## src/rtl/shift_unit_if.sv

```systemverilog
// Bus bundle for shift_unit: request operands from the master, status and result from the unit.
// start is a request that is taken only while busy=0; done is a one-cycle result strobe with y valid.
interface shift_unit_if #(
  parameter int WIDTH = 16,
  parameter int SHW   = 4
);
  logic             start;
  logic [1:0]       op;
  logic [WIDTH-1:0] a;
  logic [SHW-1:0]   shamt;
  logic             busy;
  logic             done;
  logic [WIDTH-1:0] y;
  logic [1:0]       dbg_state;

  modport master (
    output start, op, a, shamt,
    input  busy, done, y, dbg_state
  );

  modport slave (
    input  start, op, a, shamt,
    output busy, done, y, dbg_state
  );
endinterface

```

## src/rtl/shift_unit.sv

```systemverilog
// Multi-cycle shifter: one bit per SHIFT cycle for SLL/SRL/SRA/ROR, result registered on entry to DONE.
// Handshake: start is accepted only in IDLE (busy=0); done pulses for one cycle with y valid; y then holds.
module shift_unit #(
  parameter int WIDTH = 16,
  parameter int SHW   = 4
) (
  input  logic        clk,
  input  logic        reset,
  shift_unit_if.slave bus
);

  typedef enum logic [1:0] {
    IDLE  = 2'd0,
    SHIFT = 2'd1,
    DONE  = 2'd2
  } state_t;

  localparam logic [1:0] OP_SLL = 2'd0;
  localparam logic [1:0] OP_SRL = 2'd1;
  localparam logic [1:0] OP_SRA = 2'd2;

  state_t           state, state_next;
  logic [WIDTH-1:0] work, work_next;
  logic [WIDTH-1:0] y_q, y_next;
  logic [SHW-1:0]   cnt, cnt_next;
  logic [1:0]       op_q, op_next;
  logic [WIDTH-1:0] step_val;

  function automatic logic [WIDTH-1:0] step1(input logic [1:0] o, input logic [WIDTH-1:0] w);
    logic [WIDTH-1:0] r;
    case (o)
      OP_SLL:  r = {w[WIDTH-2:0], 1'b0};
      OP_SRL:  r = {1'b0, w[WIDTH-1:1]};
      OP_SRA:  r = {w[WIDTH-1], w[WIDTH-1:1]};
      default: r = {w[0], w[WIDTH-1:1]};
    endcase
    return r;
  endfunction

  assign step_val = step1(op_q, work);

  always_ff @(posedge clk) begin
    if (reset) begin
      state <= IDLE;
      work  <= '0;
      y_q   <= '0;
      cnt   <= '0;
      op_q  <= '0;
    end else begin
      state <= state_next;
      work  <= work_next;
      y_q   <= y_next;
      cnt   <= cnt_next;
      op_q  <= op_next;
    end
  end

  always_comb begin
    state_next = state;
    work_next  = work;
    y_next     = y_q;
    cnt_next   = cnt;
    op_next    = op_q;
    case (state)
      IDLE: begin
        if (bus.start) begin
          work_next = bus.a;
          op_next   = bus.op;
          cnt_next  = bus.shamt;
          if (bus.shamt == '0) begin
            state_next = DONE;
            y_next     = bus.a;
          end else begin
            state_next = SHIFT;
          end
        end
      end
      SHIFT: begin
        work_next = step_val;
        cnt_next  = cnt - SHW'(1);
        // cnt can never be 0 here; treating it like 1 keeps the FSM from wrapping through 2^SHW steps.
        if (cnt <= SHW'(1)) begin
          state_next = DONE;
          y_next     = step_val;
        end
      end
      DONE: begin
        state_next = IDLE;
      end
      default: begin
        state_next = IDLE;
      end
    endcase
  end

  assign bus.busy      = (state != IDLE);
  assign bus.done      = (state == DONE);
  assign bus.y         = y_q;
  assign bus.dbg_state = state;

endmodule

```

## src/flat_wrapper.sv

```systemverilog
// flat-port wrapper written by rule: the top's interface ports become plain ports
module shift_unit_flat 
#(
  parameter int WIDTH = 16,
  parameter int SHW   = 4
)
  (clk, reset, bus_start, bus_op, bus_a, bus_shamt, bus_busy, bus_done, bus_y, bus_dbg_state);
  shift_unit_if #(.WIDTH(WIDTH), .SHW(SHW)) bus_i ();
  input  logic clk;
  input  logic reset;
  input wire logic [$bits(bus_i.start)-1:0] bus_start;
  input wire logic [$bits(bus_i.op)-1:0] bus_op;
  input wire logic [$bits(bus_i.a)-1:0] bus_a;
  input wire logic [$bits(bus_i.shamt)-1:0] bus_shamt;
  output wire logic [$bits(bus_i.busy)-1:0] bus_busy;
  output wire logic [$bits(bus_i.done)-1:0] bus_done;
  output wire logic [$bits(bus_i.y)-1:0] bus_y;
  output wire logic [$bits(bus_i.dbg_state)-1:0] bus_dbg_state;
  assign bus_i.start = bus_start;
  assign bus_i.op = bus_op;
  assign bus_i.a = bus_a;
  assign bus_i.shamt = bus_shamt;
  assign bus_busy = bus_i.busy;
  assign bus_done = bus_i.done;
  assign bus_y = bus_i.y;
  assign bus_dbg_state = bus_i.dbg_state;
  shift_unit #(.WIDTH(WIDTH), .SHW(SHW)) u_core (.clk(clk), .reset(reset), .bus(bus_i));
endmodule
```

## config.mk

```make
export PLATFORM = sky130hd
export DESIGN_NAME = shift_unit_flat
export DESIGN_NICKNAME = d
export VERILOG_FILES = /design/src/rtl/shift_unit_if.sv /design/src/rtl/shift_unit.sv /design/src/flat_wrapper.sv
export SDC_FILE = /design/constraint.sdc
export NUM_CORES = 1
export LEC_CHECK = 0
export CORE_MARGIN = 2
export CORE_UTILIZATION = 25
export CTS_CLUSTER_DIAMETER = 80
export DETAILED_ROUTE_END_ITERATION = 16
export SETUP_SLACK_MARGIN = 0.5
export SYNTH_ARGS = -nofsm -noshare
export SYNTH_HDL_FRONTEND = slang
export SYNTH_SLANG_ARGS = --single-unit
```

## constraint.sdc

```tcl
create_clock -name clk -period 2.4 [get_ports clk]
set_input_delay 0.36 -clock clk [delete_from_list [all_inputs] [get_ports clk]]
set_output_delay 0.36 -clock clk [all_outputs]
set_load 0.02 [all_outputs]
```

Word level (Yosys, flattened, before mapping) --
Cells that the tools add are included.
Word-level totals: register bits 40, word-level logic and storage cells 36
Operators by class: $add $sub $neg 1, order comparisons 1, equality and inequality tests 7, muxes and demuxes 13, reductions and logical operators 9
Operators by type and width (count):
- 2-to-1 mux 16 bit | 4
- case mux 16 bit (2 select lines) | 2
- case mux 16 bit (3 select lines) | 1
- case mux 4 bit (2 select lines) | 1
- 2-to-1 mux 2 bit | 3
- AND reduction 2 bit | 3
- equality test 2 x 1 -> 1 bit (second input constant) | 2
- equality test 2 bit (second input constant) | 2
- <= comparator 4 x 1 -> 1 bit (second input constant) | 1
- zero test 2 bit | 2
- zero test 4 bit | 1
- 2-to-1 mux 4 bit | 1
- != test 2 x 1 -> 1 bit (second input constant) | 2
- case mux 2 bit (2 select lines) | 1
- AND reduction 4 bit | 1
- nonzero test 2 bit | 2
- subtractor 4 x 1 -> 4 bit (second input constant) | 1
- != test 2 bit (second input constant) | 1

Logic depth before layout (Yosys ltp) --
Gate-level depths: netlist of the first run.
depth in word-level cells 4, depth in mapped cells 7

Worst setup path after synthesis of the first run --
No wires, ideal clock.
kind reg2reg, start reg u_core.cnt[0], end reg u_core.y_q[10], in the netlist u_core.bus.y[10], setup time 117 ps, data arrival time 1650 ps, data required time 2283 ps, path slack 633 ps, cell stages (with the launch flop) 8, path buffers 1, period minus slack after synthesis 1767 ps, cell sequence dfxtp_1 inv_1 ha_1 or2_1 a32o_2 nor3b_4 buf_6 a22o_2
Between the ends: longest elaborated chain between the ends 3
Ends and longest elaborated chain:
- from (decl) | line shift_unit.sv:25 | logic [SHW-1:0] cnt, cnt_next;
- from (signal assigned) | line shift_unit.sv:53 | cnt <= cnt_next;
- <= comparator 4 x 1 -> 1 bit | line shift_unit.sv:82 | if (cnt <= SHW'(1)) begin
- != test 2 x 1 -> 1 bit (no line)
- AND reduction 4 bit (no line)
- to (signal assigned) | line shift_unit.sv:52 | y_q <= y_next;
- to (decl) | line shift_unit.sv:24 | logic [WIDTH-1:0] y_q, y_next;
Every way passes these cells. A chain may end at the register's enable or synchronous reset.

Final worst setup path of the first run --
Ends and elaborated chain as after synthesis.

==> flow_metrics.py, run 1 <==
metrics = {
    "run_status": {
        "status": "completed",
    },
    "sta": {
        "final_max_slew_viol_count": 0,
        "tns_ns": 0,
        "setup_viol": 0,
        "period_share_pct": 77.3,
        "fmax_mhz": 539,
        "timing.final.ws_setup_ns": 0.544,
        "holdWs_ns": 0.482,
        "hold_viol": 0,
        "skew_ns": 0.00405,
        "max-slew-margin-rel_pct": 53.1,
        "rsz0062_at_grt": "yes",
        "fin_crit_ns": 1.86,
        "tightestPinTransition_ns": 0.703,
    },
    "detailed_routing": {
        "wl_per_cell_um": 13.9,
        "via_count": 1633,
        "drtAntennaViolNets": 0,
        "first_pass_iters": 4,
        "viasPerCell": 4.71,
        "routed_wl_um": 4810,
        "drt_iter0_markers": 54,
        "drc": 0,
    },
    "setup_path": {
        "cp_slowest_cell": "dfxtp_2",
        "path_class": "flop to flop",
        "startpoint_type": "flop",
        "crit_family": "compound AO/OA/AOI/OAI gates",
        "r2r_cells": 7,
        "worstPathCellList": "inv_1 > ha_1 > or2_1 > a32o_2 > nor3b_4 > buf_6 > a22o_2",
        "cp_max_fo": 16,
        "slowest_delay_ns": 0.36,
        "worstSetupEndpointType": "flop",
        "path_buf_inv": 2,
        "required_ns": 2.59,
        "path_depth": 7,
        "cp.arrival_ns": 2.05,
    },
    "power": {
        "cellPowerDensity_nw_per_um2": 684,
        "fin_total_pwr_mw": 1.76,
        "leakagePower_nw": 1.12,
        "peakVddDrop_v": 0.000246,
    },
    "placed_design": {
        "io_buffer_count": 44,
        "dp_hpwl_um": 3230,
        "dpl.cell_count": 336,
        "gp_congestion": 0.765,
        "pre_cts_ws_ns": 0.134,
    },
    "yosys": {
        "ys_async_sr_fraction_pct": 0,
        "ys_seq_elements": 40,
        "yosysTopAreaCellShare_pct": 42.1,
        "synthCells": 201,
        "synth_top_flop_cell": "dfxtp_1",
        "synth_seq_area_share_pct": 42.1,
        "synth_cell_types": 36,
        "synth_area_leaders": "dfxtp_1 (42%), mux2i_1 (8.4%), a21o_1 (5.9%)",
        "syn_area_um2": 1900,
        "synth_edf_count": 0,
        "syn_avg_cell_area_um2": 9.47,
        "synth-warning-count": 0,
        "synth_top_cell_by_area": "dfxtp_1",
        "synth_nets": 228,
    },
    "finish": {
        "seq_area_um2": 805,
        "n_fill_cell": 757,
        "instances_no_fill": 347,
        "drive_above_1_share_pct": 15.7,
        "syn2layout_area_growth_pct": 35.3,
        "multi_input_area_um2": 1010,
        "fin_nets": 274,
        "n_antenna_cell": 0,
    },
    "die": {
        "start_util_pct": 26.0,
        "die_area_um2": 8330,
        "die_w_um": 91.3,
        "die_h_um": 91.3,
        "pin_count": 45,
        "num_rows": 31,
        "coreArea_um2": 7330,
    },
    "grt": {
        "grt_pass1_wl_um": 8070,
        "grt_max_degree": 32,
        "met1_usage_pct": 15.9,
        "use_met3_pct": 3.49,
        "use_met2_pct": 19.3,
        "grt.total_usage_pct": 12.0,
        "grt_pass1_vias": 1658,
        "antenna_found_initial": 0,
        "busiest_layer": "met2",
        "overflow": 0,
    },
    "clock_network": {
        "clk_pin_slew_ns": 0.08,
        "clock_latency_ns": 0.30,
        "h-tree-depth": 2,
        "cts-root-buf": "clkbuf_8",
        "clock_sinks": 40,
        "clockBufferDepth": 2,
        "holdBufCountCts": 0,
        "cts_tree": "done",
        "cts_buffers": 5,
    },
    "job": {
        "drv_cap": 0,
    },
    "min_path": {
        "hold_path.class": "flop to flop",
        "min_path_cells": 1,
    },
}
## cell families (layout without fill, tap and decap cells)
group,after synthesis,in the layout,share of synthesized area [%]
compound gates,63,63,24.2
fa+ha+maj,2,2,1.31
buf+inv,19,66,5.33
flops,40,40,42.1
simple gates,60,60,18.1
mux,17,17,9.01
## registers in the layout, indices dropped and copies added (netlist names)
name and flops:
u_core.cnt 4, u_core.bus.y 16, u_core.op_q 2, u_core.bus.dbg_state 2, u_core.work 16
## area by class of cell
cell class	instances	area share, %
multi-input combinational	142	39.4
sequential	40	31.2
timing repair buffer	53	20.3
tap	99	4.81
clock buffer	6	3.21
inverter	5	0.729
clock inverter	2	0.389
## per-layer routing
metal	up-vias	part of all wire, %
met5	-	0
met4	0	1.0
met3	6	3.9
met2	40	47
met1	767	48
li1	820	-
## report_power, final
part | leakage (nW) | switching (mW) | total [mW] | internal [mW]
Sequential | 0.329 | 0.0607 | 0.800 | 0.739
Clock | 0.0510 | 0.241 | 0.470 | 0.230
Combinational | 0.738 | 0.245 | 0.491 | 0.246
## cell usage after synthesis (2+ instances only)
master / instances
nor3_1: 4
buf_4: 2
buf_6: 2
nor2_1: 28
nor2b_1: 2
a22o_2: 9
nor3b_1: 15
a22o_1: 6
ha_1: 2
a21oi_1: 19
clkbuf_1: 4
inv_1: 5
nor2_2: 2
mux2i_1: 16
dfxtp_1: 40
buf_2: 6
a21o_1: 15
nand2b_1: 2
a211oi_1: 5
## what timing repair did
action | CTS | global route
buffers inserted | 1 | 2
endpoints found under the setup margin | 19 | 30
hold endpoints to repair | 0 | 0
pin swaps | 1 | 1
gates resized for setup | 7 | 1
## worst paths after layout
path	start	end	slack [ns]
max	u_core.cnt[0]$_SDFFE_PP0P_	u_core.bus.y[10]$_SDFFE_PP0P_	0.54
min	u_core.bus.y[12]$_SDFFE_PP0P_	u_core.bus.y[12]$_SDFFE_PP0P_	0.48
max reg2reg	u_core.cnt[0]$_SDFFE_PP0P_	u_core.bus.y[10]$_SDFFE_PP0P_	0.54
min reg2reg	u_core.bus.y[12]$_SDFFE_PP0P_	u_core.bus.y[12]$_SDFFE_PP0P_	0.48
## cells in the final DEF, fill, tap and decap left out, types with 3 or more instances in the layout
cell type and instances:
clkdlybuf4s50_1 42, dfxtp_1 37, nor2_1 27, a21oi_1 19
mux2i_1 16, nor3b_1 15, a21o_1 15, a22o_2 9
buf_4 7, a22o_1 6, clkbuf_8 6, inv_1 5
a211oi_1 5, nor3_1 4, nor2_2 3, dfxtp_2 3
## metrics by stage
| step | instance area [um2] | util [%] |
|---|---|---|
| floorplan | 1900 | - |
| detailed placement | 2430 | 33.2 |
| global route | 2570 | 35.1 |
| global placement | 2430 | 33.2 |
| finish | 2570 | 35.1 |
| CTS | 2560 | 34.9 |
(Power assumes the default switching activity.)
==> run 2, diff against run 1 <==
==> constraint.sdc (replaced) <==
create_clock -name clk -period 1.66 [get_ports clk]
set_input_delay 0.249 -clock clk [delete_from_list [all_inputs] [get_ports clk]]
set_output_delay 0.249 -clock clk [all_outputs]
set_load 0.02 [all_outputs]
==> flow_metrics.py, run 2 (synthesis results as in run 1) <==
metrics = {
    "grt": {
        "grt.total_usage_pct": 14.1,
        "grt_pass1_vias": 1782,
        "grt_pass1_wl_um": 9200,
        "antenna_found_initial": 0,
        "overflow": 0,
        "grt_max_degree": 17,
    },
    "detailed_routing": {
        "via_count": 1808,
        "wl_per_cell_um": 16.0,
        "drtAntennaViolNets": 0,
        "drt_iter0_markers": 32,
        "drc": 0,
        "first_pass_iters": 4,
        "viasPerCell": 4.80,
        "routed_wl_um": 6040,
    },
    "power": {
        "power.internal_mw": 2.00,
        "peakVddDrop_v": 0.000438,
        "cellPowerDensity_nw_per_um2": 892,
        "seqPwrFrac_pct": 38.9,
        "fin_total_pwr_mw": 2.99,
        "p_comb_share_pct": 40.7,
        "switchingPower_mw": 0.991,
        "power_frac_clock_pct": 20.4,
        "leakagePower_nw": 1.46,
        "sw_frac_of_total_pct": 33.1,
    },
    "die": {
        "die_area_um2": 8330,
        "die_h_um": 91.3,
        "pin_count": 45,
        "die_w_um": 91.3,
        "start_util_pct": 26.0,
        "coreArea_um2": 7330,
        "num_rows": 31,
    },
    "setup_path": {
        "required_ns": 1.85,
        "startpoint_type": "flop",
        "worstSetupEndpointType": "flop",
        "reg2reg_slack_ns": -0.08,
        "cp_max_fo": 16,
        "path_class": "flop to flop",
        "cp.arrival_ns": 1.93,
    },
    "clock_network": {
        "clk_pin_slew_ns": 0.08,
        "cts_buffers": 5,
        "cts_tree": "done",
        "cts-root-buf": "clkbuf_8",
        "clock_sinks": 40,
        "clockBufferDepth": 2,
        "holdBufCountCts": 0,
        "clock_latency_ns": 0.29,
        "h-tree-depth": 2,
    },
    "finish": {
        "final_area_um2": 3350,
        "multi_input_area_um2": 1420,
        "n_antenna_cell": 0,
        "n_fill_cell": 689,
        "seq_area_um2": 818,
        "final_common_cell": "dfxtp_1",
        "drive_above_1_share_pct": 56.1,
        "layout_common_cells": "dfxtp_1 (34), nor2_4 (21), clkdlybuf4s50_1 (21), buf_2 (17), mux2i_1 (16)",
        "syn2layout_area_growth_pct": 76.1,
        "fin_nets": 305,
    },
    "sta": {
        "final_max_slew_viol_count": 0,
        "rsz0062_at_grt": "yes",
        "timing.final.ws_setup_ns": -0.0786,
        "hold_viol": 0,
        "skew_ns": 0.00988,
        "setup_viol": 15,
        "tightestPinTransition_ns": 0.428,
        "max-slew-margin-rel_pct": 71.4,
        "holdWs_ns": 0.479,
        "period_share_pct": 105,
        "fin_crit_ns": 1.74,
        "fmax_mhz": 575,
    },
    "placed_design": {
        "placed_area_um2": 2620,
        "io_buffer_count": 44,
        "gp_congestion": 0.721,
        "dp_hpwl_um": 3450,
        "pre_cts_ws_ns": -0.455,
    },
    "job": {
        "drv_cap": 0,
    },
    "min_path": {
        "hold_path.class": "flop to flop",
    },
    "run_status": {
        "violations": "setup timing",
        "status": "complete, but fails checks",
    },
}
run 2: cell types whose count changed in the layout (fill, tap and decap cells not counted), sizes merged:
cell / previous run / this run
buf: 9 / 59
clkdlybuf4s50: 42 / 21
dlymetal6s2s: 0 / 2
clkbuf: 6 / 7
clkinv: 2 / 1
dlygate4sd2: 2 / 1
run 2: metrics by stage:
stage,utilization (%),std cells,TNS [ns]
after detailed placement,35.7,345,-11.94
after global placement,35.7,345,-10.50
after floorplan,-,201,0
final,45.7,377,-1.09
after CTS,42.5,367,-0.628
after global routing,45.7,377,-1.71
run 2: final timing paths:
check                                startpoint                       endpoint  cells past startpoint
setup reg to reg     u_core.cnt[1]$_SDFFE_PP0P_  u_core.bus.y[10]$_SDFFE_PP0P_                      7
hold reg to reg   u_core.bus.y[12]$_SDFFE_PP0P_  u_core.bus.y[12]$_SDFFE_PP0P_                      1
setup / recovery     u_core.cnt[1]$_SDFFE_PP0P_  u_core.bus.y[10]$_SDFFE_PP0P_                      7
hold / removal    u_core.bus.y[12]$_SDFFE_PP0P_  u_core.bus.y[12]$_SDFFE_PP0P_                      1
run 2: power by group through the flow:
| stage | registers, mW | logic, mW | clock network [mW] |
|---|---|---|---|
| after detailed placement | 1.18 | 0.796 | 0 |
| after global routing | 1.17 | 1.29 | 0.674 |
| after floorplan | 1.20 | 0.499 | 0 |
| after CTS | 1.15 | 1.04 | 0.629 |
| after global placement | 1.18 | 0.788 | 0 |
| final | 1.16 | 1.22 | 0.609 |
run 2: repair_timing:
action,in CTS,in global routing
endpoints found under the setup margin,57,51
pin swaps,9,20
buffers inserted,13,9
cloned,2,1
gates resized for setup,145,49
run 2: metal layers:
layer,track usage [%],vias to the layer above,share of wire [%]
li1,-,883,-
met1,18.9,887,48
met2,22.3,34,48
met3,3.32,4,3.5
met4,4.42,0,0.83
met5,0,-,0
run 2: final cells by class:
| type | instances | share of cell area [%] |
|---|---|---|
| Tap cell | 99 | 3.70 |
| Multi-Input combinational cell | 142 | 42.3 |
| Sequential cell | 40 | 24.4 |
| Inverter | 5 | 0.784 |
| Clock buffer | 6 | 2.16 |
| Timing Repair Buffer | 84 | 26.5 |
| Clock inverter | 1 | 0.149 |
run 2: worst max-delay path, cell delays in order, from the launching register on:
cell and delay (ns):
dfxtp_2 0.34, inv_2 0.07, ha_4 0.15, or2_4 0.24
a32o_2 0.29, nor3b_4 0.17, buf_12 0.15, a22o_4 0.21
==> run 3, diff against run 2 <==
--- a/config.mk
+++ b/config.mk
@@ -5,7 +5,6 @@
 export SDC_FILE = /design/constraint.sdc
 export NUM_CORES = 1
 export LEC_CHECK = 0
-export CORE_MARGIN = 2
 export CORE_UTILIZATION = 25
 export CTS_CLUSTER_DIAMETER = 80
 export DETAILED_ROUTE_END_ITERATION = 16
==> flow_metrics.py, run 3 (synthesis results as in run 1) <==
metrics = {
    "run_status": {
        "status": "complete, but fails checks",
        "violations": "setup timing",
    },
    "placed_design": {
        "placed_area_um2": 2650,
        "dp_hpwl_um": 3430,
        "gp_congestion": 0.760,
        "io_buffer_count": 44,
        "dpl.cell_count": 347,
    },
    "die": {
        "die_h_um": 89.3,
        "die_w_um": 89.3,
        "start_util_pct": 26.1,
        "die_area_um2": 7970,
        "pin_count": 45,
        "coreArea_um2": 7290,
        "num_rows": 31,
    },
    "detailed_routing": {
        "wl_per_cell_um": 15.8,
        "drt_iter0_markers": 96,
        "first_pass_iters": 4,
        "routedLengthMet1_um": 2580,
        "wl_met2_um": 3190,
        "via_count": 1868,
        "routed.top_layer": "met4",
        "viasPerCell": 4.80,
        "met3_length_um": 297,
        "drc": 0,
        "drtAntennaViolNets": 0,
        "routed_wl_um": 6150,
    },
    "grt": {
        "grt_pass1_wl_um": 9520,
        "grt_pass1_vias": 1951,
        "overflow": 0,
        "grt.total_usage_pct": 16.0,
        "antenna_found_initial": 0,
        "grt_max_degree": 25,
    },
    "setup_path": {
        "slowest_delay_ns": 0.36,
        "r2r_cells": 8,
        "cp_slowest_cell": "dfxtp_2",
        "cp.arrival_ns": 1.98,
        "startpoint_type": "flop",
        "path_class": "flop to flop",
        "worstPathCellList": "inv_2 > ha_4 > or2_1 > a32o_2 > buf_6 > a21oi_4 > buf_12 > a22o_1",
        "worstSetupEndpointType": "flop",
        "cp_max_fo": 15,
        "required_ns": 1.90,
    },
    "finish": {
        "instances_no_fill": 389,
        "final_area_um2": 3510,
        "fin_nets": 316,
        "n_antenna_cell": 0,
        "final_common_cell": "dfxtp_1",
        "drive_above_1_share_pct": 57.6,
        "fin_util_pct": 48.1,
        "layout_common_cells": "dfxtp_1 (34), nor2_4 (23), clkdlybuf4s50_1 (22), buf_6 (22), buf_4 (20)",
        "syn2layout_area_growth_pct": 84.3,
    },
    "sta": {
        "tightestPinTransition_ns": 0.400,
        "final_max_slew_viol_count": 0,
        "max-slew-margin-rel_pct": 72.6,
        "hold_viol": 0,
        "rsz0062_at_grt": "yes",
        "setup_viol": 15,
        "fin_crit_ns": 1.74,
        "period_share_pct": 105,
        "holdWs_ns": 0.492,
        "fmax_mhz": 575,
        "skew_ns": 0.00289,
        "timing.final.ws_setup_ns": -0.0783,
    },
    "job": {
        "drv_cap": 0,
    },
    "clock_network": {
        "clock_sinks": 40,
        "h-tree-depth": 2,
        "cts_tree": "done",
        "clockBufferDepth": 2,
        "clk_pin_slew_ns": 0.08,
        "cts_buffers": 5,
        "holdBufCountCts": 0,
        "cts-root-buf": "clkbuf_8",
        "clock_latency_ns": 0.29,
    },
    "power": {
        "peakVddDrop_v": 0.000339,
        "cellPowerDensity_nw_per_um2": 910,
        "leakagePower_nw": 1.53,
        "fin_total_pwr_mw": 3.19,
    },
    "min_path": {
        "min_path_cells": 1,
        "hold_path.class": "flop to flop",
    },
}
## run 3: cell types whose count changed in the layout (fill, tap and decap cells not counted), moves of 3 or more
cell     previous run  this run
nor2_2              4         1
buf_6              15        22
buf_4              15        20
a21oi_4             4         7
## run 3: routing by layer
| metal | vias up | GRT usage [%] |
|---|---|---|
| li1 | 907 | - |
| met1 | 905 | 18.7 |
| met2 | 50 | 28.3 |
| met3 | 6 | 3.88 |
| met4 | 0 | 6.35 |
| met5 | - | 0 |
## run 3: power breakdown
part / switching [mW] / total (mW) / internal, mW / leakage, nW
clock network: 0.359 / 0.745 / 0.386 / 0.0534
logic: 0.595 / 1.29 / 0.691 / 1.14
registers: 0.0930 / 1.16 / 1.07 / 0.331
total: 1.05 / 3.19 / 2.15 / 1.53
## run 3: final timing paths
| check | start | end | slack (ns) |
|---|---|---|---|
| setup / recovery | u_core.cnt[0]$_SDFFE_PP0P_ | u_core.bus.y[14]$_SDFFE_PP0P_ | -0.08 |
| hold / removal | u_core.bus.y[1]$_SDFFE_PP0P_ | u_core.bus.y[1]$_SDFFE_PP0P_ | 0.49 |
| setup reg to reg | u_core.cnt[0]$_SDFFE_PP0P_ | u_core.bus.y[14]$_SDFFE_PP0P_ | -0.08 |
| hold reg to reg | u_core.bus.y[1]$_SDFFE_PP0P_ | u_core.bus.y[1]$_SDFFE_PP0P_ | 0.49 |
## run 3: what timing repair did
item	in CTS	in global routing
resized for setup	154	45
gates cloned	5	0
pin swaps	20	19
endpoints found under the setup margin	58	53
setup buffers	21	8
## run 3: final cells by class
cell class,count,area (um2)
fillers,677,3780
multi-input cells,142,1430
repair buffers,95,1010
flip-flops and latches,40,813
well taps,99,124
clock buffers,7,97.6
inverters,5,23.8
clock inverters,1,5.00
## run 3: per-stage QoR
| stage | TNS [ns] | setup WS [ns] |
|---|---|---|
| after global placement | -10.93 | -0.408 |
| after floorplan | 0 | 0.00695 |
| after global routing | -1.66 | -0.122 |
| after detailed placement | -10.83 | -0.408 |
| after CTS | -0.738 | -0.0541 |
| final | -0.889 | -0.0783 |
## run 3: critical path: cells and delay by family (launching register included)
| family | cells | cell delay (ns) |
|---|---|---|
| adders and majority gates | 1 | 0.15 |
| AOI/OAI and AO/OA | 3 | 0.57 |
| DFF | 1 | 0.36 |
| buffers and inverters | 3 | 0.35 |
| and+or+nand+nor | 1 | 0.24 |
